<file path="src/rtl/y86_pkg.sv">
// Shared Y86-64 definitions for the SEQ sequencer: instruction codes, status codes,
// sequencer state encoding and the memory-stage classification helper.
package y86_pkg;

  localparam logic [3:0] I_HALT   = 4'h0;
  localparam logic [3:0] I_NOP    = 4'h1;
  localparam logic [3:0] I_RRMOVQ = 4'h2;
  localparam logic [3:0] I_IRMOVQ = 4'h3;
  localparam logic [3:0] I_RMMOVQ = 4'h4;
  localparam logic [3:0] I_MRMOVQ = 4'h5;
  localparam logic [3:0] I_OPQ    = 4'h6;
  localparam logic [3:0] I_JXX    = 4'h7;
  localparam logic [3:0] I_CALL   = 4'h8;
  localparam logic [3:0] I_RET    = 4'h9;
  localparam logic [3:0] I_PUSHQ  = 4'hA;
  localparam logic [3:0] I_POPQ   = 4'hB;

  localparam logic [2:0] STAT_AOK = 3'd1;
  localparam logic [2:0] STAT_HLT = 3'd2;
  localparam logic [2:0] STAT_ADR = 3'd3;
  localparam logic [2:0] STAT_INS = 3'd4;

  typedef enum logic [2:0] {
    S_IDLE,
    S_FETCH,
    S_DECODE,
    S_EXECUTE,
    S_MEMORY,
    S_WRITEBACK,
    S_PCUPD,
    S_HALTED
  } state_t;

  // stage_en bit order is {pcupd, wb, mem, exe, dec, fetch}
  localparam logic [5:0] EN_FETCH = 6'b000001;
  localparam logic [5:0] EN_DEC   = 6'b000010;
  localparam logic [5:0] EN_EXE   = 6'b000100;
  localparam logic [5:0] EN_MEM   = 6'b001000;
  localparam logic [5:0] EN_WB    = 6'b010000;
  localparam logic [5:0] EN_PCUPD = 6'b100000;

  function automatic logic needs_mem(input logic [3:0] code);
    return (code == I_RMMOVQ) || (code == I_MRMOVQ) || (code == I_CALL) ||
           (code == I_RET)    || (code == I_PUSHQ)  || (code == I_POPQ);
  endfunction

endpackage

</file>
<file path="src/rtl/seq_next_pc.sv">
// Combinational next-PC selection for the PC-update stage; all inputs are the
// values latched by the sequencer during the current instruction.
module seq_next_pc
  import y86_pkg::*;
#(
  parameter int PC_W = 64
) (
  input  logic [3:0]      icode,
  input  logic            cnd,
  input  logic [PC_W-1:0] valp,
  input  logic [PC_W-1:0] valc,
  input  logic [PC_W-1:0] valm,
  output logic [PC_W-1:0] next_pc
);

  always_comb begin
    next_pc = valp;
    case (icode)
      I_CALL:  next_pc = valc;
      I_JXX:   next_pc = cnd ? valc : valp;
      I_RET:   next_pc = valm;
      default: next_pc = valp;
    endcase
  end

endmodule

</file>
<file path="src/rtl/seq_stage_ctrl.sv">
// Multi-cycle sequencer for the Y86-64 SEQ core: owns the PC, walks the six
// stages one per cycle, handshakes data memory and tracks the status code.
module seq_stage_ctrl
  import y86_pkg::*;
#(
  parameter int              PC_W        = 64,
  parameter int              IMEM_SIZE   = 4096,
  parameter logic [PC_W-1:0] RESET_PC    = '0,
  parameter int              MEM_TIMEOUT = 15,
  parameter int              CNT_W       = 32
) (
  input  logic             clk,
  input  logic             rst_n,
  input  logic             start,
  input  logic             run,
  input  logic [3:0]       icode,
  input  logic             instr_valid,
  input  logic             imem_error,
  input  logic [PC_W-1:0]  valP,
  input  logic [PC_W-1:0]  valC,
  input  logic             cnd,
  input  logic [PC_W-1:0]  valM,
  input  logic             dmem_done,
  input  logic             dmem_error,
  output logic [PC_W-1:0]  pc,
  output logic [5:0]       stage_en,
  output logic             dmem_req,
  output logic             wb_en,
  output logic [2:0]       stat,
  output logic             halted,
  output logic [CNT_W-1:0] cycle_cnt,
  output logic [CNT_W-1:0] instr_cnt,
  output state_t           state_dbg
);

  localparam int              TO_W       = (MEM_TIMEOUT > 1) ? $clog2(MEM_TIMEOUT) : 1;
  localparam logic [TO_W-1:0] TO_LAST    = TO_W'(MEM_TIMEOUT - 1);
  localparam logic [PC_W-1:0] IMEM_LIMIT = PC_W'(IMEM_SIZE);

  state_t          state;
  logic [3:0]      icode_q;
  logic [PC_W-1:0] valp_q, valc_q, valm_q;
  logic            cnd_q;
  logic [TO_W-1:0] mem_cnt;
  logic [2:0]      dec_stat;
  logic [PC_W-1:0] next_pc;

  seq_next_pc #(.PC_W(PC_W)) u_next_pc (
    .icode   (icode_q),
    .cnd     (cnd_q),
    .valp    (valp_q),
    .valc    (valc_q),
    .valm    (valm_q),
    .next_pc (next_pc)
  );

  // Fetch fault priority: address error, then invalid instruction, then halt.
  always_comb begin
    dec_stat = STAT_AOK;
    if (imem_error)             dec_stat = STAT_ADR;
    else if (!instr_valid)      dec_stat = STAT_INS;
    else if (icode == I_HALT)   dec_stat = STAT_HLT;
  end

  // Memory handshake: dmem_req rises on entry to MEMORY and stays high until the
  // cycle in which dmem_done (a one-cycle pulse) is seen or the timeout expires;
  // dmem_error is meaningful only with dmem_done, and dmem_done outside MEMORY is ignored.
  always_ff @(posedge clk or negedge rst_n) begin
    if (!rst_n) begin
      state     <= S_IDLE;
      pc        <= RESET_PC;
      stage_en  <= '0;
      dmem_req  <= 1'b0;
      stat      <= STAT_AOK;
      halted    <= 1'b0;
      instr_cnt <= '0;
      icode_q   <= '0;
      valp_q    <= '0;
      valc_q    <= '0;
      valm_q    <= '0;
      cnd_q     <= 1'b0;
      mem_cnt   <= '0;
    end else begin
      case (state)
        S_IDLE: begin
          if (start && run) begin
            if (pc >= IMEM_LIMIT) begin
              stat   <= STAT_ADR;
              halted <= 1'b1;
              state  <= S_HALTED;
            end else begin
              stage_en <= EN_FETCH;
              state    <= S_FETCH;
            end
          end
        end
        S_FETCH: begin
          stage_en <= EN_DEC;
          state    <= S_DECODE;
        end
        S_DECODE: begin
          icode_q <= icode;
          valp_q  <= valP;
          valc_q  <= valC;
          if (dec_stat != STAT_AOK) begin
            stat     <= dec_stat;
            halted   <= 1'b1;
            stage_en <= '0;
            state    <= S_HALTED;
          end else begin
            stage_en <= EN_EXE;
            state    <= S_EXECUTE;
          end
        end
        S_EXECUTE: begin
          cnd_q <= cnd;
          if (needs_mem(icode_q)) begin
            stage_en <= EN_MEM;
            dmem_req <= 1'b1;
            mem_cnt  <= '0;
            state    <= S_MEMORY;
          end else begin
            stage_en <= EN_WB;
            state    <= S_WRITEBACK;
          end
        end
        S_MEMORY: begin
          if (dmem_done) begin
            dmem_req <= 1'b0;
            if (dmem_error) begin
              stat     <= STAT_ADR;
              halted   <= 1'b1;
              stage_en <= '0;
              state    <= S_HALTED;
            end else begin
              valm_q   <= valM;
              stage_en <= EN_WB;
              state    <= S_WRITEBACK;
            end
          end else if (mem_cnt == TO_LAST) begin
            dmem_req <= 1'b0;
            stat     <= STAT_ADR;
            halted   <= 1'b1;
            stage_en <= '0;
            state    <= S_HALTED;
          end else begin
            mem_cnt <= mem_cnt + 1'b1;
          end
        end
        S_WRITEBACK: begin
          stage_en <= EN_PCUPD;
          state    <= S_PCUPD;
        end
        S_PCUPD: begin
          pc <= next_pc;
          if (instr_cnt != '1) instr_cnt <= instr_cnt + 1'b1;
          if (run) begin
            stage_en <= EN_FETCH;
            state    <= S_FETCH;
          end else begin
            stage_en <= '0;
            state    <= S_IDLE;
          end
        end
        S_HALTED: begin
          state <= S_HALTED;
        end
        default: begin
          stage_en <= '0;
          state    <= S_IDLE;
        end
      endcase
    end
  end

  always_ff @(posedge clk or negedge rst_n) begin
    if (!rst_n) begin
      cycle_cnt <= '0;
    end else if (state != S_IDLE && state != S_HALTED && cycle_cnt != '1) begin
      cycle_cnt <= cycle_cnt + 1'b1;
    end
  end

  assign wb_en     = stage_en[4] && (stat == STAT_AOK);
  assign state_dbg = state;

endmodule

</file>
<file path="config.mk">
export PLATFORM = sky130hd
export DESIGN_NAME = seq_stage_ctrl
export DESIGN_NICKNAME = d
export VERILOG_FILES = /design/src/rtl/y86_pkg.sv /design/src/rtl/seq_next_pc.sv /design/src/rtl/seq_stage_ctrl.sv
export SDC_FILE = /design/constraint.sdc
export NUM_CORES = 1
export LEC_CHECK = 0
export BUFFER_PORTS_ARGS = -buffer_cell sky130_fd_sc_hd__buf_2
export CORE_ASPECT_RATIO = 1.5
export CORE_UTILIZATION = 35
export CTS_CLUSTER_SIZE = 40
export DETAILED_ROUTE_END_ITERATION = 7
export PLACE_DENSITY_LB_ADDON = 0.05
export SLEW_MARGIN = 20
export SYNTH_ARGS = -nofsm -noshare
export SYNTH_HDL_FRONTEND = slang
export SYNTH_SLANG_ARGS = --single-unit
</file>
<file path="constraint.sdc">
create_clock -name clk -period 5 [get_ports clk]
set_input_delay 0.25 -clock clk [delete_from_list [all_inputs] [get_ports clk]]
set_output_delay 0.25 -clock clk [all_outputs]
set_load 0.02 [all_outputs]
</file>
[Word-level counts from Yosys, hierarchy flattened]
Index checks and enable logic that the tools add are counted.
Word-level totals
  flip-flop bits (word level): 343
  bits of input ports: 205
  word-level logic and storage cells: 115
Operators by class
  $add $sub $neg: 3
  order comparisons: 1
  eq/ne operators: 29
  muxes and demuxes: 45
  bitwise logic cells: 1
  reduce and logical (&&, ||, !) cells: 22
Operators with widths (number)
  $pmux W64 S3: 1
  $add A32 B1 Y32 const B: 2
  $ge A64 B13 Y1 const B: 1
  $mux W64: 1
  $ne A32 B32 Y1 const B: 2
  $mux W3: 14
  $pmux W6 S7: 1
  $mux W6: 4
  $pmux W3 S8: 1
  $eq A4 B4 Y1 const B: 5
  $ne A2 B2 Y1 const B: 7
  $eq A3 B3 Y1 const B: 4
  $eq A4 B3 Y1 const B: 3
  $mux W1: 12
  $mux W4: 3
  $mux W5: 2
  $ne A3 B3 Y1 const B: 3
  $pmux W3 S3: 1
  $pmux W4 S2: 1
  $reduce_and A4 Y1: 2
  $reduce_bool A7 Y1: 1
  $eq A3 B1 Y1 const B: 2
  $eq A3 B2 Y1 const B: 2
  $reduce_and A3 Y1: 2
  14 further kinds: 24

[Depth between registers and ports, before layout]
Gate-level depths: netlist of run 1.
  word-level depth: 8
  gate-level depth with buffers: 8

[By module]
Synthesis of run 1 repeated with hierarchy kept, for this count alone.
Unflattened totals
  cells, all modules: 1414
  area, all modules: 16214.3 sq um
Modules (own cells, without submodules)
  seq_stage_ctrl: instances 1, cells an instance 1105, area an instance 13869.6 sq um
  seq_next_pc: instances 1, cells an instance 309, area an instance 2344.7 sq um

[Worst setup path before layout of run 1]
Ideal clock, no wire load.
  path type: register to register
  from: reg instr_cnt[24]
  to: reg instr_cnt[1]
  arrival: 1931 ps
  setup slack: 2944 ps
  cell stages (with the launch flop): 6
  buffers on the path: 0
  path through: dfrtp_1 nand3_2 or4_4 nor3b_4 nor2_2 mux2_4
Between the ends
  cells in the longest elaborated chain, start to end: 2
RTL lines
  start, declared: line seq_stage_ctrl.sv:32  | output logic [CNT_W-1:0] instr_cnt,
  start signal, assigned: line seq_stage_ctrl.sv:156  | if (instr_cnt != '1) instr_cnt <= instr_cnt + 1'b1;
  $ne A32 B32 Y1: line seq_stage_ctrl.sv:156
  $reduce_and A2 Y1 (no line)
Every way passes these cells.
A chain may end at the register's enable or synchronous reset.

[Worst setup path in the final report of run 1]
  from: reg state[2], in the netlist state_dbg[2]
  to: reg valm_q[12]
Between the ends
  cells in the longest elaborated chain, start to end: 2
RTL lines
  start, declared: line seq_stage_ctrl.sv:40  | state_t state;
  start signal, assigned: line seq_stage_ctrl.sv:70  | state <= S_IDLE;
  start signal, assigned: line seq_stage_ctrl.sv:90  | state <= S_HALTED;
  start signal, assigned: line seq_stage_ctrl.sv:93  | state <= S_FETCH;
  $eq A3 B3 Y1: line seq_stage_ctrl.sv:84  | case (state)
  $reduce_and A3 Y1 (no line)
  end signal, assigned: line seq_stage_ctrl.sv:136  | valm_q <= valM;
  end, declared: line seq_stage_ctrl.sv:42  | logic [PC_W-1:0] valp_q, valc_q, valm_q;
Every way passes these cells.

==> results of run 1 <==
## flip-flops by register name, indices dropped and copies added, names as in the netlist
signal / flops
pc: 64
valc_q: 64
valm_q: 64
valp_q: 64
cycle_cnt: 32
instr_cnt: 32
stage_en: 6
icode_q: 4
mem_cnt: 4
stat: 3
state_dbg: 3
cnd_q: 1
dmem_req: 1
halted: 1
## cell type report
| class | instances | area (µm²) | share of cell area, % |
|---|---|---|---|
| Antenna cell | 2 | 5.00 | 0.0249 |
| Clock buffer | 53 | 1060 | 5.26 |
| Clock inverter | 11 | 61.3 | 0.305 |
| Inverter | 11 | 41.3 | 0.205 |
| Multi-Input combinational cell | 1034 | 5780 | 28.8 |
| Sequential cell | 343 | 8580 | 42.7 |
| Tap cell | 558 | 698 | 3.47 |
| Timing Repair Buffer | 559 | 3870 | 19.3 |
## path summary, 6_finish.rpt
path | slack [ps] | end | startpoint | cells past startpoint
min in group asynchronous | 300 | cycle_cnt[3] | rst_n | 2
setup / recovery | 1770 | valm_q[12] | state_dbg[2] | 4
setup reg to reg | 1770 | valm_q[12] | state_dbg[2] | 4
max in group asynchronous | 3470 | valm_q[27] | rst_n | 3
hold / removal | 60 | state_dbg[0] | run | 3
hold reg to reg | 470 | halted | halted | 1
## through the flow
step	power (mW)	hold WS [ps]	utilization, %
2_1_floorplan	6.93	-45.6	-
3_3_place_gp	8.22	310	41.2
3_5_place_dp	8.32	307	41.2
4_1_cts	11.1	30.9	48.8
5_1_grt	11.7	44.3	48.8
6_report	11.0	55.1	48.8
## cells in the mapped netlist (11+ instances only)
master    count
xor2_1       41
dfrtp_1     342
inv_1        11
nor3_1       17
xnor2_1      20
buf_1        11
mux2_2       68
a21oi_1      78
clkbuf_1     57
a221oi_1     64
nand2_1     487
nor4_1       24
nand4_1      25
nor2_1       96
nand3_1      20
## power by group through the flow
stage	Sequential (mW)	Clock (mW)	Combinational (mW)
final	4.72	2.61	3.64
after global routing	4.87	2.80	4.06
after CTS	4.72	2.70	3.70
after detailed placement	4.76	0	3.56
after global placement	4.73	0	3.49
after floorplan	4.92	0	2.01
## what timing repair did
action	CTS	global route
hold buffers	199	0
endpoints found under the hold margin	281	0
setup endpoints to repair	0	0
## logic make-up after synthesis
group | Yosys count | share of synthesized area (%)
mux | 72 | 5.52
buf+inv | 90 | 2.44
flops | 343 | 58.5
fa+ha+maj | 4 | 0.341
xor+xnor | 61 | 3.64
simple gates | 725 | 21.5
compound gates | 172 | 8.12
## layer usage
metal	track usage, %	up-vias
li1	-	6021
met1	26.8	6171
met2	40.0	330
met3	4.20	73
met4	6.98	4
met5	0	-
## critical path: stages, from the launching register on
cell	delay, ps
dfrtp_1	780
inv_1	270
nor3b_1	660
nand2_4	700
mux2_2	550
==> results by group, run 1 <==
Pwr
  – LEAKAGE: 9.73 nW
  – Peak VDD IR: about 0.00028 V
  – Pwr Density: ~550 nW/µm²
  – Sequential share of power: 43.1%
  – NetSw: 4.17 mW
  – Clock Power Share: a little under a quarter
  – P_int: ~6.8 mW
  – Sw Ratio: between 30% and 40%
  – Logic pwr share: between 30% and 40%

Finish
  – Synth-to-layout area growth: 37.0%
  – Layout cells sized above 1: roughly 25%
  – Most common cell after layout, fill and taps aside: nand2_1
  – Most frequent cells in the layout: nand2_1 (486), buf_2 (346), dfrtp_1 (342), dlygate4sd3_1 (199), nor2_1 (95)
  – Final #Nets: 2195
  – Post-route cell area: approximately 20000 µm²
  – # fillers: roughly 4.0k
  – Post-route insts no fill: approximately 2.6k

Logic synthesis
  – Synthesized area: 14700 µm²
  – Post-Syn Nets: roughly 1.7k
  – Largest cells by area after synthesis: dfrtp_1 (58%), nand2_1 (12%), mux2_2 (5.2%)
  – Yosys cell types: 60
  – Post-Syn Instances: 1467
  – Ys flop type: dfrtp_1
  – Post-synth EDFFs: 0
  – Avg Inst Size Synth: between 10 and 15 µm²
  – Sequential area share after synthesis: 58.5%
  – Yosys top cell area share: about three fifths
  – Yosys warns: 0
  – FF+latch count, synth: about 340
  – Post-synth ARST share: 100%
  – Yosys top cell by area: dfrtp_1

Global routing
  – Largest net degree at the start of global routing: 130
  – Vias in the first global route: approximately 13k
  – Congestion Overflow GR: 0
  – Total Routing Usage GR: 22.3%
  – Initial antenna violation count: 4
  – First-pass GRT wire length: roughly 74000 µm

Worst hold path
  – Hold crit path type: in -> reg

Clock network
  – Post-CTS Setup Inserts: 0
  – H-tree lvl count: 2
  – CTS tree: built
  – Clock Tree Buf Depth: 3
  – Sink Count: 343
  – CTS root buffer: clkbuf_16
  – Insertion delay to the later sink of the worst-skew pair: 530 ps
  – Clock slew at reported path FFs: about 60 ps
  – Quantity of gates resized following cts: 0
  – Num CTS Buffers: 37

Timing
  – Relative slew slack: 25.3%
  – Min Clock Period, post-route: 3230 ps
  – RSZ-0062 raised after global routing: no
  – Worst Skew: roughly 13 ps
  – Slew Viols, Final: 0
  – Final setup violation count: 0
  – Setup TNS: 0 ps
  – Fin crit share: 64.5%
  – PnR worst setup slack: 1770 ps
  – Endpoints failing hold: 0
  – Worst Tran Pin Value: between 1000 and 1500 ps
  – Max Freq: approximately 0.31 GHz

Run
  – Max Cap Violations: 0

Route
  – Met3 WL: between 2000 and 2500 µm
  – Initial drt markers: approximately 600
  – # DRC: 0
  – Initial DRT Pass Iterations: 5
  – Top routing layer in use: met5
  – M1 WL: about 20000 µm
  – Routed len/inst: roughly 18 µm
  – WL final: 47500 µm
  – Via density: 4.90
  – DR vias: roughly 13k
  – Routed length on met2: 24200 µm
  – Final ANT Viol Nets: 0

Run status
  – Status: finished, final reports clean

Die
  – Initial Util: around 36%
  – Die area: about 43000 µm²
  – Die Height: ~250 µm
  – Total core area: slightly above 40000 µm²
  – I/O Pins: 348
  – # rows: 91
  – Die width: around 170 µm

Critical path
  – Req. time, crit path: 5400 ps
  – Peak fanout along the critical path: between 60 and 70
  – Arr. time, crit path: about 3600 ps
  – Critical path class: reg -> reg
  – Critical path endpoint category: flip-flop
  – Startpoint type of the worst setup path: flip-flop

Place
  – Final HPWL DP: ~30000 µm
  – Placed cell area: 17000 µm²
  – Inst Count DP: between 2k and 2.5k
  – Routability cong.: around 0.8
  – Dpl ws: about 1800 ps
  – PortBufs: around 350
No activity file was read; power rests on OpenSTA's default activity.
==> run 2, diff against run 1 <==
==> constraint.sdc (replaced) <==
create_clock -name clk -period 3.2 [get_ports clk]
set_input_delay 0.16 -clock clk [delete_from_list [all_inputs] [get_ports clk]]
set_output_delay 0.16 -clock clk [all_outputs]
set_load 0.02 [all_outputs]
==> results by group, run 2 (synthesis results as in run 1) <==
Run status
  – Status: finished, final reports clean (unchanged)

Critical path
  – Critical path, cell by cell: nor4_1 > nand3_1 > nor4_4 > buf_4 > o21ai_0 > a221o_1 (was inv_1 > nor3b_1 > nand2_4 > mux2_2)
  – R2R Setup Slk: 710 ps (was 1770 ps)
  – Critical path endpoint category: flip-flop (unchanged)
  – Critical-path top delay cell: nor4_1 (was dfrtp_1)
  – R2R Path End: stage_en[4] (was valm_q[12])
  – Crit-path leading delay family: simple AND/OR/NAND/NOR gates (unchanged)
  – Critical path class: reg -> reg (unchanged)
  – Max stage delay on crit path: 560 ps (was 780 ps)
  – Critical path depth: 6 (was 4)
  – Worst r2r path cells: 6 (was 4)
  – Beginning of the worst register-to-register path: pc[24] (was state_dbg[2])
  – Arr. time, crit path: 2890 ps (was 3630 ps)
  – Startpoint type of the worst setup path: flip-flop (unchanged)
  – Req. time, crit path: 3610 ps (was 5400 ps)
  – Buffer and inverter count on the worst path: 1 (unchanged)
  – Peak fanout along the critical path: 7 (was 65)

Die
  – Initial Util: 35.6% (unchanged)
  – Die area: 42800 µm² (unchanged)
  – Total core area: 41200 µm² (unchanged)
  – # rows: 91 (unchanged)
  – Die Height: 253 µm (unchanged)
  – Die width: 169 µm (unchanged)
  – I/O Pins: 348 (unchanged)

Finish
  – Synth-to-layout area growth: 38.3% (was 37.0%)
  – Layout cells sized above 1: 25.4% (was 25.1%)
  – Most frequent cells in the layout: nand2_1 (486), buf_2 (346), dfrtp_1 (342), dlygate4sd3_1 (202), nor2_1 (95) (was nand2_1 (486), buf_2 (346), dfrtp_1 (342), dlygate4sd3_1 (199), nor2_1 (95))
  – Area occupied by multi-input gates: 5780 µm² (unchanged)
  – Post-route insts no fill: 2585 (was 2571)
  – # fillers: 4024 (was 3998)
  – FF+latch area: 8580 µm² (unchanged)
  – Final #Nets: 2210 (was 2195)
  – Most common cell after layout, fill and taps aside: nand2_1 (unchanged)

Global routing
  – First-pass GRT wire length: 74800 µm (was 74400 µm)
  – Initial antenna violation count: 6 (was 4)
  – Largest net degree at the start of global routing: 95 (was 130)
  – Congestion Overflow GR: 0 (unchanged)
  – Total Routing Usage GR: 22.6% (was 22.3%)
  – Vias in the first global route: 13.2k (about the same)

Timing
  – Relative slew slack: 28.7% (was 25.3%)
  – Min Clock Period, post-route: 2490 ps (was 3230 ps)
  – Hold Slack: 56.6 ps (was 55.1 ps)
  – Max Freq: 0.402 GHz (was 0.310 GHz)
  – PnR worst setup slack: 713 ps (was 1770 ps)
  – Setup TNS: 0 ps (unchanged)
  – Slew Viols, Final: 0 (unchanged)
  – Worst Tran Pin Value: 1070 ps (was 1120 ps)
  – Worst Skew: 7.22 ps (was 12.5 ps)
  – RSZ-0062 raised after global routing: no (unchanged)
  – Endpoints failing hold: 0 (unchanged)
  – Fin crit share: 77.7% (was 64.5%)
  – Final setup violation count: 0 (unchanged)

Route
  – Initial drt markers: 728 (was 602)
  – Via density: 4.94 (was 4.90)
  – DR vias: 12.8k (was 12.6k)
  – WL final: 48000 µm (was 47500 µm)
  – # DRC: 0 (unchanged)
  – Final ANT Viol Nets: 0 (unchanged)
  – Initial DRT Pass Iterations: 5 (unchanged)
  – Routed len/inst: 18.6 µm (was 18.5 µm)

Clock network
  – Clock slew at reported path FFs: 60 ps (about the same)
  – H-tree lvl count: 2 (unchanged)
  – Clock Tree Buf Depth: 3 (unchanged)
  – CTS tree: built (unchanged)
  – Insertion delay to the later sink of the worst-skew pair: 520 ps (was 530 ps)
  – Num CTS Buffers: 36 (was 37)
  – Sink Count: 343 (unchanged)
  – CTS root buffer: clkbuf_16 (unchanged)

Run
  – Max Cap Violations: 0 (unchanged)

Pwr
  – Peak VDD IR: 0.000491 V (was 0.000277 V)
  – Sw Ratio: 37.6% (was 38.0%)
  – LEAKAGE: 9.83 nW (was 9.73 nW)
  – NetSw: 6.49 mW (was 4.17 mW)
  – Clock Power Share: 24.1% (was 23.8%)
  – Logic pwr share: 33.0% (was 33.2%)
  – P_int: 10.8 mW (was 6.80 mW)
  – Pwr Density: 851 nW/µm² (was 545 nW/µm²)
  – Total Power: 17.3 mW (was 11.0 mW)
  – Sequential share of power: 42.9% (was 43.1%)

Worst hold path
  – Hold crit path type: in -> reg (unchanged)
  – Worst Hold Endpoint: mem_cnt[1] (was state_dbg[0])
  – Hold_sp: dmem_done (was run)
  – Hold Path Stages: 4 (was 3)

Place
  – Dpl ws: 570 ps (was 1810 ps)
  – PortBufs: 347 (unchanged)
  – Inst Count DP: 2319 (was 2306)
  – Final HPWL DP: 31400 µm (was 30100 µm)
  – Routability cong.: 0.821 (was 0.800)
## run 2: cell types whose count changed in the layout (fill, tap and decap cells not counted), moves of 2 or more
| cell | delta |
|---|---|
| clkinv_2 | -6 |
| clkbuf_16 | -2 |
| dlygate4sd3_1 | +3 |
| clkbuf_8 | +7 |
| buf_12 | +3 |
| buf_4 | +10 |
## run 2: power groups by stage
stage | Clock [mW] | Combinational (mW) | Sequential [mW]
2_1_floorplan | 0 | 3.14 | 7.69
3_3_place_gp | 0 | 5.50 | 7.44
3_5_place_dp | 0 | 5.57 | 7.49
4_1_cts | 4.31 | 5.80 | 7.43
5_1_grt | 4.45 | 6.37 | 7.66
6_report | 4.16 | 5.70 | 7.42
## run 2: final cells by class
class	count	area share, %
Sequential cell	343	42.3
Multi-Input combinational cell	1034	28.5
Timing Repair Buffer	575	19.9
Clock buffer	57	5.42
Tap cell	558	3.44
Clock inverter	4	0.222
Inverter	11	0.203
Antenna cell	3	0.0370
## run 2: worst min-delay path: cells and delay by family
kind | cells | cell delay (ps)
compound gates | 2 | 160
buf+inv | 1 | 90
simple gates | 1 | 120
## run 2: what timing repair did
action	CTS	global route
endpoints found under the hold margin	265	0
hold buffers	202	0
buffers inserted	0	0
gates resized for setup	0	0
## run 2: how the worst max path moves through the flow
| stage | end | from |
|---|---|---|
| final | stage_en[4] | pc[24] |
| after CTS | stage_en[4] | pc[55] |
| after detailed placement | stage_en[4] | pc[55] |
| after global placement | stage_en[4] | pc[55] |
| after floorplan | instr_cnt[1] | instr_cnt[24] |
| after global routing | cycle_cnt[28] | state_dbg[2] |
## run 2: per-stage QoR
stage / util [%] / instance area [µm²]
2_1_floorplan: - / 14700
6_report: 49.3 / 20300
3_3_place_gp: 41.5 / 17100
4_1_cts: 49.2 / 20300
5_1_grt: 49.2 / 20300
3_5_place_dp: 41.5 / 17100
## run 2: per-layer routing
layer  GRT usage (%)  wire, µm  vias to the layer above  share of wire (%)
met4            7.82      1360                        6                2.8
met1            27.8     19700                     6292                 41
li1                -         -                     6063                  -
met5               0        35                        -              0.073
met2            39.6     24400                      341                 51
met3            4.14      2500                       80                5.2
